### config.mk
export PLATFORM = sky130hd
export DESIGN_NAME = request_unit_flat
export DESIGN_NICKNAME = d
export VERILOG_FILES = /design/src/rtl/request_unit_if.sv /design/src/rtl/request_unit.sv /design/src/flat_wrapper.sv
export SDC_FILE = /design/constraint.sdc
export NUM_CORES = 1
export LEC_CHECK = 0
export ABC_CLOCK_PERIOD_IN_PS = 4850
export CAP_MARGIN = 20
export CORE_MARGIN = 4
export CORE_UTILIZATION = 59
export CTS_BUF_LIST = sky130_fd_sc_hd__clkbuf_4 sky130_fd_sc_hd__clkbuf_8
export DETAILED_ROUTE_END_ITERATION = 7
export GPL_TIMING_DRIVEN = 0
export PLACE_DENSITY = 0.94
export SLEW_MARGIN = 0
export SYNTH_ARGS = -nofsm -noshare
export SYNTH_HDL_FRONTEND = slang
export SYNTH_SLANG_ARGS = --single-unit
export TNS_END_PERCENT = 1
### constraint.sdc
create_clock -name CLK -period 4.85 [get_ports CLK]
set_clock_uncertainty 0.05 [all_clocks]
set_input_delay 0.7275 -clock CLK [delete_from_list [all_inputs] [get_ports CLK]]
set_output_delay 0.7275 -clock CLK [all_outputs]
set_load 0.1 [all_outputs]
### src/rtl/request_unit_if.sv
// rtl/request_unit_if.sv - request_unit handshake bundle; REQ_STATS_EN adds instr_cnt/stall_cnt
interface request_unit_if;
    logic        ihit;
    logic        dhit;
    logic        memREN;
    logic        memWEN;
    logic        halt_in;
    logic        iREN;
    logic        dREN;
    logic        dWEN;
    logic        pc_en;
    logic        halt;
    logic        timeout_err;
`ifdef REQ_STATS_EN
    logic [31:0] instr_cnt;
    logic [31:0] stall_cnt;

    modport master (
        input  ihit, dhit, memREN, memWEN, halt_in,
        output iREN, dREN, dWEN, pc_en, halt, timeout_err, instr_cnt, stall_cnt
    );
    modport slave (
        output ihit, dhit, memREN, memWEN, halt_in,
        input  iREN, dREN, dWEN, pc_en, halt, timeout_err, instr_cnt, stall_cnt
    );
`else
    modport master (
        input  ihit, dhit, memREN, memWEN, halt_in,
        output iREN, dREN, dWEN, pc_en, halt, timeout_err
    );
    modport slave (
        output ihit, dhit, memREN, memWEN, halt_in,
        input  iREN, dREN, dWEN, pc_en, halt, timeout_err
    );
`endif
endinterface

### src/rtl/request_unit.sv
// rtl/request_unit.sv - memory request sequencer with data watchdog; REQ_STATS_EN adds counters
module request_unit #(
    parameter int TIMEOUT_W = 8
) (
    input  logic          CLK,
    input  logic          RST,
    request_unit_if.master bus
);
    typedef enum logic [1:0] {FETCH, DATA, HALTED, ERR} state_t;

    localparam logic [TIMEOUT_W-1:0] WD_MAX = '1;

    state_t               state_q, state_d;
    logic                 iren_q, iren_d;
    logic                 dren_q, dren_d;
    logic                 dwen_q, dwen_d;
    logic                 halt_q, halt_d;
    logic                 terr_q, terr_d;
    logic [TIMEOUT_W-1:0] wd_q, wd_d;
    logic                 pc_en;

    always_comb begin
        state_d = state_q;
        iren_d  = iren_q;
        dren_d  = dren_q;
        dwen_d  = dwen_q;
        halt_d  = halt_q;
        terr_d  = terr_q;
        wd_d    = wd_q;
        pc_en   = 1'b0;
        case (state_q)
            FETCH: begin
                if (bus.ihit) begin
                    if (bus.halt_in) begin
                        state_d = HALTED;
                        iren_d  = 1'b0;
                        halt_d  = 1'b1;
                    end else if (bus.memREN && bus.memWEN) begin
                        state_d = ERR;
                        iren_d  = 1'b0;
                        halt_d  = 1'b1;
                        terr_d  = 1'b1;
                    end else if (bus.memREN || bus.memWEN) begin
                        state_d = DATA;
                        iren_d  = 1'b0;
                        dren_d  = bus.memREN;
                        dwen_d  = bus.memWEN;
                        wd_d    = '0;
                    end else begin
                        pc_en = 1'b1;
                    end
                end
            end
            DATA: begin
                // dhit on the final watchdog cycle still completes the access
                if (bus.dhit) begin
                    pc_en   = 1'b1;
                    state_d = FETCH;
                    iren_d  = 1'b1;
                    dren_d  = 1'b0;
                    dwen_d  = 1'b0;
                end else if (wd_q == WD_MAX - 1'b1) begin
                    state_d = ERR;
                    dren_d  = 1'b0;
                    dwen_d  = 1'b0;
                    halt_d  = 1'b1;
                    terr_d  = 1'b1;
                    wd_d    = WD_MAX;
                end else if (wd_q != WD_MAX) begin
                    wd_d = wd_q + 1'b1;
                end
            end
            default: begin
                pc_en = 1'b0;
            end
        endcase
    end

    always_ff @(posedge CLK) begin
        if (RST) begin
            state_q <= FETCH;
            iren_q  <= 1'b1;
            dren_q  <= 1'b0;
            dwen_q  <= 1'b0;
            halt_q  <= 1'b0;
            terr_q  <= 1'b0;
            wd_q    <= '0;
        end else begin
            state_q <= state_d;
            iren_q  <= iren_d;
            dren_q  <= dren_d;
            dwen_q  <= dwen_d;
            halt_q  <= halt_d;
            terr_q  <= terr_d;
            wd_q    <= wd_d;
        end
    end

    assign bus.iREN        = iren_q;
    assign bus.dREN        = dren_q;
    assign bus.dWEN        = dwen_q;
    assign bus.pc_en       = pc_en;
    assign bus.halt        = halt_q;
    assign bus.timeout_err = terr_q;

`ifdef REQ_STATS_EN
    logic [31:0] instr_cnt_q, instr_cnt_d;
    logic [31:0] stall_cnt_q, stall_cnt_d;
    logic        stall;

    // HALTED/ERR produce neither pc_en nor stall, so the counters freeze there
    always_comb begin
        instr_cnt_d = instr_cnt_q;
        stall_cnt_d = stall_cnt_q;
        stall       = ((state_q == FETCH) && !bus.ihit) || ((state_q == DATA) && !bus.dhit);
        if (pc_en) instr_cnt_d = instr_cnt_q + 32'd1;
        if (stall) stall_cnt_d = stall_cnt_q + 32'd1;
    end

    always_ff @(posedge CLK) begin
        if (RST) begin
            instr_cnt_q <= '0;
            stall_cnt_q <= '0;
        end else begin
            instr_cnt_q <= instr_cnt_d;
            stall_cnt_q <= stall_cnt_d;
        end
    end

    assign bus.instr_cnt = instr_cnt_q;
    assign bus.stall_cnt = stall_cnt_q;
`endif
endmodule
### src/flat_wrapper.sv
// flat-port wrapper written by rule: the top's interface ports become plain ports
module request_unit_flat 
#(
    parameter int TIMEOUT_W = 8
)
  (CLK, RST, bus_ihit, bus_dhit, bus_memREN, bus_memWEN, bus_halt_in, bus_iREN, bus_dREN, bus_dWEN, bus_pc_en, bus_halt, bus_timeout_err);
  request_unit_if bus_i ();
  input  logic CLK;
  input  logic RST;
  input wire logic [$bits(bus_i.ihit)-1:0] bus_ihit;
  input wire logic [$bits(bus_i.dhit)-1:0] bus_dhit;
  input wire logic [$bits(bus_i.memREN)-1:0] bus_memREN;
  input wire logic [$bits(bus_i.memWEN)-1:0] bus_memWEN;
  input wire logic [$bits(bus_i.halt_in)-1:0] bus_halt_in;
  output wire logic [$bits(bus_i.iREN)-1:0] bus_iREN;
  output wire logic [$bits(bus_i.dREN)-1:0] bus_dREN;
  output wire logic [$bits(bus_i.dWEN)-1:0] bus_dWEN;
  output wire logic [$bits(bus_i.pc_en)-1:0] bus_pc_en;
  output wire logic [$bits(bus_i.halt)-1:0] bus_halt;
  output wire logic [$bits(bus_i.timeout_err)-1:0] bus_timeout_err;
  assign bus_i.ihit = bus_ihit;
  assign bus_i.dhit = bus_dhit;
  assign bus_i.memREN = bus_memREN;
  assign bus_i.memWEN = bus_memWEN;
  assign bus_i.halt_in = bus_halt_in;
  assign bus_iREN = bus_i.iREN;
  assign bus_dREN = bus_i.dREN;
  assign bus_dWEN = bus_i.dWEN;
  assign bus_pc_en = bus_i.pc_en;
  assign bus_halt = bus_i.halt;
  assign bus_timeout_err = bus_i.timeout_err;
  request_unit #(.TIMEOUT_W(TIMEOUT_W)) u_core (.CLK(CLK), .RST(RST), .bus(bus_i));
endmodule
==> results of run 1 <==
-- cell families after synthesis --
group                    count (synthesis)  share of synthesized area
AND/OR/NAND/NOR                         41                      0.286
AO/OA/AOI/OAI                           35                      0.274
flip-flops                              15                      0.350
buffers and inverters                    9                     0.0394
adder cells (fa/ha/maj)                  2                     0.0291
XOR/XNOR                                 1                     0.0102
multiplexers                             1                     0.0117
-- routing by layer --
metal	vias to the layer above	GRT usage	part of all wire	routed length, µm
met5	-	0	0	0
met4	0	0.182	0.018	40
met3	4	0.0781	0.078	174
met2	42	0.365	0.48	1070
met1	407	0.299	0.43	951
li1	425	-	-	-
-- Yosys cell counts, drive strengths merged, types with 2 or more instances --
| cell type | number |
|---|---|
| or2 | 2 |
| nor2b | 2 |
| nor2 | 7 |
| nand2b | 3 |
| inv | 8 |
| nand2 | 6 |
| o32ai | 2 |
| nand3 | 7 |
| a22oi | 2 |
| ha | 2 |
| nand4 | 2 |
| nor3 | 2 |
| a21oi | 9 |
| o221ai | 2 |
| or3b | 3 |
| and4b | 2 |
| dfxtp | 15 |
| o211ai | 3 |
| o21ai | 9 |
-- path summary, 6_finish.rpt --
check	startpoint	endpoint	slack (ns)	cells after the start
worst max-delay path	bus_memWEN	bus_pc_en	0.93	4
worst min-delay path	u_core.bus.halt$_SDFFE_PP0P_	u_core.bus.halt$_SDFFE_PP0P_	0.42	2
worst max register to register	u_core.wd_q[0]$_SDFFE_PP0P_	u_core.wd_q[5]$_SDFFE_PP0P_	3.00	6
worst min register to register	u_core.bus.halt$_SDFFE_PP0P_	u_core.bus.halt$_SDFFE_PP0P_	0.42	2
-- report_power, final --
group / internal, mW / total, mW / switching, mW
Clock: 0.0376 / 0.0787 / 0.0411
Combinational: 0.0277 / 0.0892 / 0.0614
Sequential: 0.130 / 0.136 / 0.00633
-- worst max-delay path, delay by kind of cell --
family,cells,cell delay (ns)
buf+inv,2,1.62
simple gates,1,0.58
compound gates,1,0.21
-- through the flow --
| step | setup WS (ns) | hold WS, ns | util |
|---|---|---|---|
| floorplan | 2.12 | 0.449 | - |
| global placement | 1.03 | 0.383 | 0.748 |
| detailed placement | 0.939 | 0.421 | 0.748 |
| CTS | 0.936 | 0.432 | 0.770 |
| global route | 0.890 | 0.473 | 0.770 |
| finish | 0.930 | 0.424 | 0.770 |
-- flip-flops by register name, summed over array words and instances (netlist names) --
signal                  cells
u_core.bus.dREN             1
u_core.wd_q                 8
u_core.bus.dWEN             1
u_core.state_q              2
u_core.bus.halt             1
u_core.bus.iREN             1
u_core.bus.timeout_err      1
-- final cells by class --
type	instances	area (µm²)
Inverter	8	30.0
Timing Repair Buffer	12	120
Clock buffer	4	30.0
Multi-Input combinational cell	80	524
Tap cell	15	18.8
Sequential cell	15	300
Buffer	1	3.75
Fill cell	96	307
-- placed cells by master, fill, tap and decap left out, types with 2 or more instances in the layout --
cell type	instances
o211ai_1	3
o21ai_1	4
ha_1	2
clkbuf_4	4
nor3_1	2
a22oi_1	2
nand2_1	6
or3b_1	2
clkdlybuf4s50_1	12
o221ai_1	2
a21oi_1	8
nand4_1	2
nand3_1	7
or2_1	2
o32ai_1	2
nor2_1	7
o21ai_0	5
inv_1	8
and4b_1	2
nor2b_1	2
dfxtp_1	15
nand2b_1	3
==> results.md, run 1 <==
* Pleak at 0.350 nW
* Rel. slew slack at 0.347
* Crit-path max cell delay at 1.13 ns
* Post-CTS Setup Repair Bufs at 0
* Initial DRC count at 39
* Status: finished clean
* Largest net degree at the start of global routing at 11
* Worst-path clk slew at 0.08 ns
* Die X at 46.1 µm
* Area leader, netlist: dfxtp_1
* First-pass DRT Iterations at 4
* Final hold vios at 0
* Routed wire length at 2230 µm
* Min-Delay Path Class: reg -> reg
* Max-Cap Viols at 0
* N_diodes at 0
* Post-route ant nets at 0
* Final setup fails at 0
* GRT overflow at 0
* Max-slew violations at 0
* DRC Markers at 0
* Final period utilization at 0.808
* Placeable Area at 0.00133 mm²
* Rows at 13
* Yosys warning count at 0
* Fmax at 0.255 GHz
* Avg WL per Cell at 16.5 µm
* Placement Cell Area at 997 µm²
* Syn Area/Cell at 8.25 µm²
* Total Power at 0.304 mW
* NumNets Final at 130
* Cell variety after synth at 38
* Crit path capture type: primary output
* Setup Crit Path Kind: in -> out
* Worst Path Required at 4.07 ns
* Post-Place Cells at 131
* Initial core utilization at 0.644
* Post-synth design cell area at 858 µm²
* Via count at 878
* Clk root buf: clkbuf_4
* Least-Margin Pin Slew at 0.976 ns
* Final setup TNS at 0 ns
* Post-DP HPWL at 1540 µm
* Clock latency on the worst-skew pair at 0.29 ns
* H-tree depth at 1
* Top FF cell, synth: dfxtp_1
* Final min period at 3.92 ns
* Crit path max-delay cell type: clkdlybuf4s50_1
* Final Cell Area at 0.00103 mm²
* Num CTS Buffers at 3
* Worst Setup Start Kind: input pin
* Resized cells post-CTS at 0
* Crit path DAT at 3.14 ns
* Sink Count at 15
* RePlAce Congestion at 0.859
* Die Y at 46.1 µm
* I/O Buffers at 12
* Maximum VDD drop at 0.000198 V
* Vias in the first global route at 855
* Top cells by area, synth: dfxtp_1 35%, a21oi_1 4.7%, nand3_1 4.1%
* Most used cell, CP: clkdlybuf4s50_1
* Sequential fraction of the synthesis area at 0.350
* Max Root-Sink Buffers at 2
* CTS tree: yes
* Initial antenna violation count at 0
* Mapped Nets at 113
* Top-level port count at 13
* Unrepaired setup endpoints after global routing: false
* Worst-path cell chain: clkdlybuf4s50_1 -> nor4b_1 -> a22o_1 -> clkdlybuf4s50_1
* Synthesis-to-finish area growth at 19.7%
* Hold Buf Count CTS at 0
* Area of the die at 0.00213 mm²
* EDFF count, synth at 0
* Ys async rst share at 0
* Worst-path fanout max at 4
* GRT Total Usage at 0.249
* Layout cells sized above 1 at 0.0750
* Final std cells w/o fill at 135
* PD cells at 296 mW/mm²
* Synthesized flop and latch total at 15
* First-pass GRT wire length at 3720 µm
* Top-area cell type share of the netlist area at 0.350
* Mean number of vias per cell at 6.50
* Synth Instances at 104
Note: power is estimated with default switching activity, not from simulation.
==> inputs of run 2 (changes only) <==
--- a/config.mk
+++ b/config.mk
@@ -5,14 +5,14 @@
 export SDC_FILE = /design/constraint.sdc
 export NUM_CORES = 1
 export LEC_CHECK = 0
-export ABC_CLOCK_PERIOD_IN_PS = 4850
+export ABC_CLOCK_PERIOD_IN_PS = 3200
 export CAP_MARGIN = 20
 export CORE_MARGIN = 4
-export CORE_UTILIZATION = 59
+export CORE_UTILIZATION = 49
 export CTS_BUF_LIST = sky130_fd_sc_hd__clkbuf_4 sky130_fd_sc_hd__clkbuf_8
 export DETAILED_ROUTE_END_ITERATION = 7
 export GPL_TIMING_DRIVEN = 0
-export PLACE_DENSITY = 0.94
+export PLACE_DENSITY = 0.84
 export SLEW_MARGIN = 0
 export SYNTH_ARGS = -nofsm -noshare
 export SYNTH_HDL_FRONTEND = slang
==> constraint.sdc (replaced) <==
create_clock -name CLK -period 3.2 [get_ports CLK]
set_clock_uncertainty 0.05 [all_clocks]
set_input_delay 0.48 -clock CLK [delete_from_list [all_inputs] [get_ports CLK]]
set_output_delay 0.48 -clock CLK [all_outputs]
set_load 0.1 [all_outputs]
==> run 2 against run 1 <==
  * Via count decreased by 1.7%
  * Setup slack got worse by 0.83 ns
  * Total power increased by 52%
  * Critical path type unchanged
  * Die area increased by 17%
==> results.md, run 2 (synthesis results as in run 1) <==
* Post-Place Cells at 132 (was 131)
* Register area at 300 µm² (unchanged)
* Least-Margin Pin Slew at 0.969 ns (was 0.976 ns)
* Max-slew violations at 0 (unchanged)
* Post-route ant nets at 0 (unchanged)
* Resized cells post-CTS at 1 (was 0)
* Clock latency on the worst-skew pair at 0.29 ns (about the same)
* Min-Delay Path Class: reg -> reg (unchanged)
* Sink Count at 15 (unchanged)
* Synthesis-to-finish area growth at 19.7% (unchanged)
* Unrepaired setup endpoints after global routing: false (unchanged)
* Top-level port count at 13 (unchanged)
* Worst Setup Start Kind: input pin (unchanged)
* Layout cells sized above 1 at 0.0750 (unchanged)
* Area of the die at 0.00249 mm² (was 0.00213 mm²)
* Crit path capture type: primary output (unchanged)
* CTS tree: yes (unchanged)
* Via count at 863 (was 878)
* Routed wire length at 2020 µm (was 2230 µm)
* I/O Buffers at 12 (unchanged)
* Area of the multi-input gates at 524 µm² (unchanged)
* Rows at 14 (was 13)
* GRT overflow at 0 (unchanged)
* Fmax at 0.322 GHz
* Max-Cap Viols at 0 (unchanged)
* Die Y at 49.9 µm (was 46.1 µm)
* Status: finished clean (unchanged)
* Largest registers: u_core.wd_q (8), u_core.state_q (2) (unchanged)
* DRC Markers at 0 (unchanged)
* First-pass GRT wire length at 3380 µm (was 3720 µm)
* Worst-path clk slew at 0.09 ns (was 0.08 ns)
* Crit path max-delay cell type: dlygate4sd2_1 (was clkdlybuf4s50_1)
* Max Root-Sink Buffers at 2 (unchanged)
* Cell family with most CP delay: buffers and inverters (unchanged)
* Mean number of vias per cell at 6.35 (was 6.50)
* Largest net degree at the start of global routing at 11 (unchanged)
* Worst-path fanout max at 4 (unchanged)
* Hold Buf Count CTS at 0 (unchanged)
* CP Buf/Inv Count at 2 (unchanged)
* Pre-CTS WS at -0.162 ns (was 0.939 ns)
* First-pass DRT Iterations at 4 (unchanged)
* Avg WL per Cell at 14.9 µm (was 16.5 µm)
* PD cells at 449 mW/mm² (was 296 mW/mm²)
* H-tree depth at 1 (unchanged)
* Rel. slew slack at 0.352 (was 0.347)
* Num CTS Buffers at 3 (unchanged)
* Total Power at 0.462 mW (was 0.304 mW)
* NumNets Final at 130 (unchanged)
* Post-DP HPWL at 1500 µm (was 1540 µm)
* Die X at 49.9 µm (was 46.1 µm)
* Final setup fails at 0 (unchanged)
* Initial antenna violation count at 0 (unchanged)
* Final min period at 3.10 ns
* Setup Crit Path Kind: in -> out (unchanged)
* Crit-path max cell delay at 0.85 ns (was 1.13 ns)
* Vias in the first global route at 803 (was 855)
* GRT Total Usage at 0.180 (was 0.249)
* Post-CTS Setup Repair Bufs at 0 (unchanged)
* Final period utilization at 0.969
* Initial DRC count at 35 (was 39)
* Worst Path Required at 2.67 ns (was 4.07 ns)
* N_diodes at 0 (unchanged)
* Commonest non-fill, non-tap cell in the layout: dfxtp_1 (unchanged)
* RePlAce Congestion at 0.889 (was 0.859)
* Pleak at 0.355 nW (was 0.350 nW)
* Final hold vios at 0 (unchanged)
* Initial core utilization at 0.544 (was 0.644)
* Crit path DAT at 2.57 ns (was 3.14 ns)
* Commonest cells after routing, fill and taps aside: 15 x dfxtp_1, 11 x clkdlybuf4s50_1, 8 x inv_1, 8 x a21oi_1 (was 15 x dfxtp_1, 12 x clkdlybuf4s50_1, 8 x inv_1, 8 x a21oi_1)
* Final Core Density at 0.652 (was 0.770)
* Final std cells w/o fill at 136 (was 135)
* Placeable Area at 0.00158 mm² (was 0.00133 mm²)
* Clk root buf: clkbuf_4 (unchanged)
* Maximum VDD drop at 0.000445 V (was 0.000198 V)
* Max FFs per register at 8 (unchanged)
* Fin worst setup slack at 0.0986 ns (was 0.930 ns)
* Biggest register: u_core.wd_q (unchanged)
* Filler cells at 135 (was 96)
* Worst-path cell chain: clkdlybuf4s50_1 -> nor4b_1 -> a22o_1 -> dlygate4sd2_1 (was clkdlybuf4s50_1 -> nor4b_1 -> a22o_1 -> clkdlybuf4s50_1)
## run 2: where the power goes
group | total (mW) | switching, mW | leakage, nW | internal (mW)
combinational | 0.133 | 0.0919 | 0.214 | 0.0412
clock | 0.121 | 0.0643 | 0.0184 | 0.0570
sequential | 0.207 | 0.00992 | 0.122 | 0.197
## run 2: worst paths after layout
check / slack, ns / end / startpoint / cells past startpoint
hold reg to reg: 0.41 / u_core.bus.halt$_SDFFE_PP0P_ / u_core.bus.halt$_SDFFE_PP0P_ / 2
setup reg to reg: 1.31 / u_core.wd_q[0]$_SDFFE_PP0P_ / u_core.wd_q[0]$_SDFFE_PP0P_ / 6
hold / removal: 0.41 / u_core.bus.halt$_SDFFE_PP0P_ / u_core.bus.halt$_SDFFE_PP0P_ / 2
setup / recovery: 0.1 / bus_pc_en / bus_memWEN / 4
## run 2: metrics by stage
stage / hold WS (ns) / setup TNS, ns / cell area [µm²]
detailed placement: 0.403 / -0.162 / 998
finish: 0.408 / 0 / 1030
floorplan: 0.449 / 0 / 858
global route: 0.435 / 0 / 1030
global placement: 0.384 / -0.107 / 998
CTS: 0.415 / 0 / 1030
## run 2: metal layers
layer	vias to the layer above	part of all wire	routed length [µm]	GRT usage
met1	407	0.48	970	0.217
met2	21	0.46	932	0.278
met5	-	0	0	0
met3	7	0.030	61	0.0482
li1	428	-	-	-
met4	0	0.029	59	0.120
## run 2: area by class of cell
| class | instances | area share |
|---|---|---|
| plain buffers | 1 | 0.00365 |
| inverters | 8 | 0.0292 |
| repair buffers | 12 | 0.116 |
| multi-input cells | 80 | 0.510 |
| clock buffers | 4 | 0.0292 |
| flip-flops and latches | 15 | 0.292 |
| well taps | 16 | 0.0195 |
## run 2: worst reg2reg max path, stage by stage (launching register included)
cell and delay [ns]:
dfxtp_1 0.40, inv_1 0.09, ha_1 0.23, and4b_1 0.31, a21oi_2 0.11, or3_4 0.41
o22ai_1 0.21
